==> config.mk <==
export PLATFORM = sky130hd
export DESIGN_NAME = axi_slave_rd
export DESIGN_NICKNAME = d
export VERILOG_FILES = /design/src/rtl/axi_slave_rd.sv
export SDC_FILE = /design/constraint.sdc
export NUM_CORES = 1
export LEC_CHECK = 0
export ABC_AREA = 1
export BUFFER_PORTS_ARGS = -buffer_cell sky130_fd_sc_hd__buf_2
export CAP_MARGIN = 20
export CORE_MARGIN = 1
export CORE_UTILIZATION = 30
export DETAILED_ROUTE_END_ITERATION = 8
export GPL_ROUTABILITY_DRIVEN = 0
export RECOVER_POWER = 50
export SLEW_MARGIN = 20
export SYNTH_ARGS = -nofsm -noshare
export SYNTH_HDL_FRONTEND = slang
export SYNTH_SLANG_ARGS = --single-unit
==> constraint.sdc <==
create_clock -name clk -period 3.07 [get_ports clk]
set_input_delay 0.307 -clock clk [delete_from_list [all_inputs] [get_ports clk]]
set_output_delay 0.307 -clock clk [all_outputs]
set_load 0.01 [all_outputs]
==> src/rtl/axi_slave_rd.sv <==
// AXI4 read-channel responder: serves one AR burst at a time from a 1-cycle-latency memory
// read port, buffering R beats in a small FIFO so memory reads never stall on backpressure.
module axi_slave_rd #(
   parameter int unsigned FIFO_DEPTH  = 4,
   parameter int unsigned BEAT_BYTES  = 8,
   parameter logic [1:0]  RESP_OKAY   = 2'b00,
   parameter logic [1:0]  RESP_SLVERR = 2'b10
) (
   input  logic        clk,
   input  logic        rst_n,
   input  logic [3:0]  s_axi_arid,
   input  logic [29:0] s_axi_araddr,
   input  logic [7:0]  s_axi_arlen,
   input  logic [2:0]  s_axi_arsize,
   input  logic [1:0]  s_axi_arburst,
   input  logic        s_axi_arvalid,
   output logic        s_axi_arready,
   output logic [3:0]  s_axi_rid,
   output logic [63:0] s_axi_rdata,
   output logic [1:0]  s_axi_rresp,
   output logic        s_axi_rlast,
   output logic        s_axi_rvalid,
   input  logic        s_axi_rready,
   output logic        mem_rd_en,
   output logic [29:0] mem_rd_addr,
   input  logic [63:0] mem_rd_data
);

   localparam int unsigned PW = $clog2(FIFO_DEPTH);
   localparam int unsigned FW = 64 + 2 + 1;
   localparam logic [PW:0] DEPTH_C = (PW+1)'(FIFO_DEPTH);

   localparam logic [0:0] S_IDLE = 1'b0;
   localparam logic [0:0] S_RUN  = 1'b1;

   logic [0:0]    r_state;
   logic          r_arready;
   logic [3:0]    r_id;
   logic [29:0]   r_addr;
   logic [7:0]    r_len;
   logic [1:0]    r_burst;
   logic          r_err;
   logic [8:0]    r_issued;
   logic          r_inflight;
   logic          r_infl_last;
   logic          r_infl_err;
   logic [FW-1:0] r_fifo [FIFO_DEPTH];
   logic [PW-1:0] r_wptr;
   logic [PW-1:0] r_rptr;
   logic [PW:0]   r_count;

   logic          w_ar_hs;
   logic          w_pop;
   logic          w_push;
   logic          w_last_hs;
   logic          w_issue;
   logic          w_rvalid;
   logic [FW-1:0] w_head;
   logic [FW-1:0] w_push_word;

   assign w_rvalid  = (r_count != '0);
   assign w_head    = r_fifo[r_rptr];
   assign w_ar_hs   = s_axi_arvalid && r_arready;
   assign w_pop     = w_rvalid && s_axi_rready;
   assign w_push    = r_inflight;
   assign w_last_hs = w_pop && w_head[0] && (r_state == S_RUN);

   // The pending memory read holds a FIFO credit until its data lands.
   assign w_issue = (r_state == S_RUN) && (r_issued <= {1'b0, r_len}) &&
                    ((r_count + {{PW{1'b0}}, r_inflight}) < DEPTH_C);

   assign w_push_word = {(r_infl_err ? 64'd0 : mem_rd_data),
                         (r_infl_err ? RESP_SLVERR : RESP_OKAY),
                         r_infl_last};

   assign s_axi_arready = r_arready;
   assign s_axi_rid     = r_id;
   assign s_axi_rvalid  = w_rvalid;
   assign s_axi_rdata   = w_rvalid ? w_head[FW-1:3] : '0;
   assign s_axi_rresp   = w_rvalid ? w_head[2:1] : '0;
   assign s_axi_rlast   = w_rvalid && w_head[0];
   assign mem_rd_en     = w_issue && !r_err;
   assign mem_rd_addr   = r_addr;

   always_ff @(posedge clk or negedge rst_n) begin
      if (!rst_n) begin
         r_state   <= S_IDLE;
         r_arready <= 1'b0;
      end else if (w_ar_hs) begin
         r_state   <= S_RUN;
         r_arready <= 1'b0;
      end else if (w_last_hs) begin
         r_state   <= S_IDLE;
         r_arready <= 1'b1;
      end else if (r_state == S_IDLE) begin
         r_arready <= 1'b1;
      end
   end

   always_ff @(posedge clk or negedge rst_n) begin
      if (!rst_n) begin
         r_id     <= '0;
         r_addr   <= '0;
         r_len    <= '0;
         r_burst  <= '0;
         r_err    <= 1'b0;
         r_issued <= '0;
      end else if (w_ar_hs) begin
         r_id     <= s_axi_arid;
         r_addr   <= s_axi_araddr;
         r_len    <= s_axi_arlen;
         r_burst  <= s_axi_arburst;
         r_err    <= (s_axi_arsize != 3'b011) || (s_axi_arburst == 2'b11);
         r_issued <= '0;
      end else if (w_issue) begin
         r_issued <= r_issued + 9'd1;
         if (r_burst != 2'b00)
            r_addr <= r_addr + 30'(BEAT_BYTES);
      end
   end

   always_ff @(posedge clk or negedge rst_n) begin
      if (!rst_n) begin
         r_inflight  <= 1'b0;
         r_infl_last <= 1'b0;
         r_infl_err  <= 1'b0;
      end else begin
         r_inflight  <= w_issue;
         r_infl_last <= (r_issued == {1'b0, r_len});
         r_infl_err  <= r_err;
      end
   end

   always_ff @(posedge clk or negedge rst_n) begin
      if (!rst_n) begin
         r_wptr  <= '0;
         r_rptr  <= '0;
         r_count <= '0;
      end else begin
         if (w_push)
            r_wptr <= r_wptr + PW'(1);
         if (w_pop)
            r_rptr <= r_rptr + PW'(1);
         if (w_push && !w_pop)
            r_count <= r_count + (PW+1)'(1);
         else if (w_pop && !w_push)
            r_count <= r_count - (PW+1)'(1);
      end
   end

   always_ff @(posedge clk) begin
      if (w_push)
         r_fifo[r_wptr] <= w_push_word;
   end

endmodule
==> flow_summary.json <==
{
  "status": "complete, but fails checks",
  "failed_checks": "capacitance limit, slew limit",
  "antenna_found_initial": 5,
  "syn_avg_cell_area_um2": 9.877,
  "hp-class": "in2reg",
  "antenna_left": 0,
  "path_clk_slew_ns": 0.06,
  "rsz0062_at_grt": "no",
  "htreeDepth": 2,
  "cp-end-kind": "output pin",
  "crit-reg2reg-launch": "r_infl_err$_DFF_PN0_",
  "post_drt_wl_per_cell_um": 15.52,
  "cts_hold_buf": 17,
  "fin_skew_ns": 0.02015,
  "finalInstanceArea_mm2": 0.01794,
  "synth_top_cell_by_area": "edfxtp_1",
  "crit_buf_inv": 2,
  "post_cts_resized": 0,
  "yosysSeqAreaShare_pct": 64.57,
  "reg2reg_depth": 2,
  "drt-pass1-iter-count": 6,
  "clockPowerShare_pct": 24.2,
  "initialDrtViolationCount": 789,
  "row_count": 81,
  "max_stage_delay_ns": 0.66,
  "synth_edf_count": 264,
  "coreArea_mm2": 0.04885,
  "synth_flop_cell": "edfxtp_1",
  "synth_seq_cells": 330,
  "reg2reg_to": "r_fifo[2][24]$_DFFE_PP_",
  "fin_crit_sh_pct": 89.10,
  "grt_pass1_vias": 10770,
  "place_inst": 2324,
  "hold-path-cell-count": 3,
  "syn2layout_area_growth_pct": 20.96,
  "switchingPower_w": 0.007053,
  "yosys_warnings": 0,
  "cts_inserted_buffers": 38,
  "cellPowerDensity_mw_per_mm2": 995.9,
  "initial_core_util_pct": 30.37,
  "worst_ep_required_time_ns": 2.76,
  "drt_wl_total_mm": 37.46,
  "worstPathMaxFanout": 102,
  "ir_drop_mv": 0.4563,
  "cp_common_cell": "nor2_1",
  "slew_headroom_pct": -32.59,
  "intPower_w": 0.01082,
  "critPathLaunchType": "flop",
  "async_reset_ff_share_pct": 20.00,
  "r2r_setup_slack_ns": 0.67,
  "place_area_mm2": 0.01667,
  "grt.total_usage_pct": 14.84,
  "cap_violations": 2,
  "fillCellCount": 4885,
  "synth_fp_nets": 1633,
  "ys_types": 37,
  "hp-start": "s_axi_araddr[1]",
  "finalSetupTns_ns": 0,
  "switching_share_pct": 39.47,
  "grt_pass1_wl_mm": 58.73,
  "seq_area_mm2": 0.009585,
  "hold-path-endpoint": "mem_rd_addr[1]$_DFFE_PN0P_",
  "stdcell_count": 2414,
  "grt_max_degree": 105,
  "slew_violations": 106,
  "multi_input_area_mm2": 0.004477,
  "ios": 219,
  "vias": 11070,
  "leakage_nw": 7.268,
  "root_buffer": "clkbuf_16",
  "cts.sinks": 330,
  "die_x_um": 224.4,
  "path_cells": "buf_12 > nor2_1 > nor2_1 > o21ai_0 > a21oi_1 > buf_2",
  "setup_violations": 0,
  "period_needed_ns": 2.735,
  "power_frac_seq_pct": 37.7,
  "clk-insertion-delay-late_ns": 0.55,
  "crit_type": "reg2out",
  "vias_per_cell": 4.587,
  "fmax_mhz": 365.6,
  "yosysTopAreaCellShare_pct": 53.44,
  "ys_top_cells_by_area": "edfxtp_1, dfrtp_1, nor2_1",
  "fin_nets": 1848,
  "fp.dieH_um": 224.4,
  "syn_area_mm2": 0.01484,
  "clockBufferDepth": 3,
  "path_delay_family": "flip-flops",
  "cpMaxStageDelayCell": "dfrtp_4",
  "remaining_drc_errors": 0,
  "worst_slew_pin_slew_ns": 1.989,
  "cts_setup_buffers": 0,
  "dp_hpwl_mm": 22.05,
  "portBuffers": 217,
  "dieArea_mm2": 0.05034,
  "cts_tree": "done",
  "ys_top_cells_by_count": "nor2_1, edfxtp_1, nand2_1",
  "drive_gt1_share_pct": 17.12,
  "finalHoldViolations": 0,
  "yosys.cell_count.top_type": "nor2_1",
  "cp.arrival_ns": 2.43,
  "synthCells": 1502,
  "comb_power_share_pct": 38.1,
  "overflow": 0
}
==> worst max-delay path by stage <==
stage	depth (start not counted)	from	to	slack, ns
finish	6	r_rptr[0]$_DFFE_PN0P_	s_axi_rdata[59]	0.33
global route	6	r_rptr[0]$_DFFE_PN0P_	s_axi_rdata[41]	0.15
CTS	6	r_rptr[0]$_DFFE_PN0P_	s_axi_rdata[59]	0.31
detailed placement	9	r_count[0]$_DFFE_PN0P_	r_count[2]$_DFFE_PN0P_	0.91
global placement	6	r_rptr[0]$_DFFE_PN0P_	s_axi_rdata[59]	0.91
floorplan	4	r_wptr[0]$_DFFE_PN0P_	r_fifo[0][0]$_DFFE_PP_	0.71
==> logic make-up after synthesis <==
group	share of synthesized area, %
other cells	0.02528
simple gates	19.54
flops	64.57
buf+inv	5.271
mux	0.07590
xor+xnor	1.181
compound gates	7.936
fa+ha+maj	1.400
==> flip-flops by register name (all words and copies together) (netlist names), 3 cells and up <==
name         cells
r_fifo         264
mem_rd_addr     30
r_issued         9
r_len            8
s_axi_rid        4
r_count          3
==> routing by layer <==
| layer | vias up | share of wire, % | routed length [µm] | GRT usage [%] |
|---|---|---|---|---|
| li1 | 5398 | - | - | - |
| met1 | 5284 | 45 | 16940 | 19.52 |
| met2 | 334 | 46 | 17370 | 24.12 |
| met3 | 55 | 6.6 | 2490 | 3.867 |
| met4 | 2 | 1.7 | 649 | 4.060 |
| met5 | - | 0.024 | 9 | 0 |
==> final cells by class <==
cell class	instances	area share, %
Sequential cell	330	53.42
Multi-Input combinational cell	982	24.95
Timing Repair Buffer	252	7.956
Clock buffer	43	5.522
Tap cell	664	4.630
Inverter	113	2.399
Clock inverter	27	1.088
Antenna cell	3	0.04184
==> tightest hold or removal path: stages <==
cell and delay [ns]:
buf_2 0.07, nand2_1 0.09, nand2_1 0.07
==> power by group through the flow <==
stage	registers [W]	logic (W)	clock network, W
2_1_floorplan	0.00667	0.00450	0
3_3_place_gp	0.00678	0.00684	0
3_5_place_dp	0.00681	0.00696	0
4_1_cts	0.00673	0.00699	0.00444
5_1_grt	0.00686	0.00766	0.00462
6_report	0.00674	0.00681	0.00432
==> cells in the final DEF (no fill, tap or decap), types with 2 or more instances in the layout <==
cell | Yosys | layout
nor2_1 | 378 | 379
edfxtp_1 | 264 | 264
nand2_1 | 233 | 233
buf_2 | 20 | 182
o21ai_0 | 154 | 154
inv_1 | 109 | 103
a21oi_1 | 72 | 72
dfrtp_1 | 66 | 63
nand3_1 | 57 | 57
clkbuf_16 | 0 | 39
clkbuf_1 | 35 | 39
nand2_2 | 22 | 22
dlygate4sd3_1 | 0 | 17
clkinv_1 | 0 | 15
ha_1 | 15 | 15
xor2_1 | 12 | 12
clkinv_2 | 0 | 10
xnor2_1 | 8 | 8
buf_12 | 2 | 7
buf_4 | 3 | 6
inv_2 | 4 | 4
nand3_2 | 4 | 4
diode_2 | 0 | 3
clkbuf_2 | 0 | 3
or2_1 | 2 | 2
or2_2 | 2 | 2
a31oi_1 | 2 | 2
nand4_1 | 2 | 2
clkinvlp_2 | 0 | 2
nand2_8 | 2 | 2
a211oi_1 | 2 | 2
o21ai_1 | 2 | 2
bufinv_16 | 0 | 2
clkbuf_4 | 0 | 2
dfrtp_2 | 0 | 2
==> stage by stage <==
stage | setup WS [ns] | hold slack [ns] | total power, W | utilization (%)
2_1_floorplan | 0.7053 | 0.01141 | 0.01116 | -
3_3_place_gp | 0.9106 | 0.4113 | 0.01363 | 34.13
3_5_place_dp | 0.9086 | 0.4220 | 0.01376 | 34.13
4_1_cts | 0.3146 | 0.007608 | 0.01816 | 36.91
5_1_grt | 0.1453 | 0.02259 | 0.01914 | 36.73
6_report | 0.3346 | 0.02718 | 0.01787 | 36.73
Note: power is estimated with default switching activity, not from simulation.
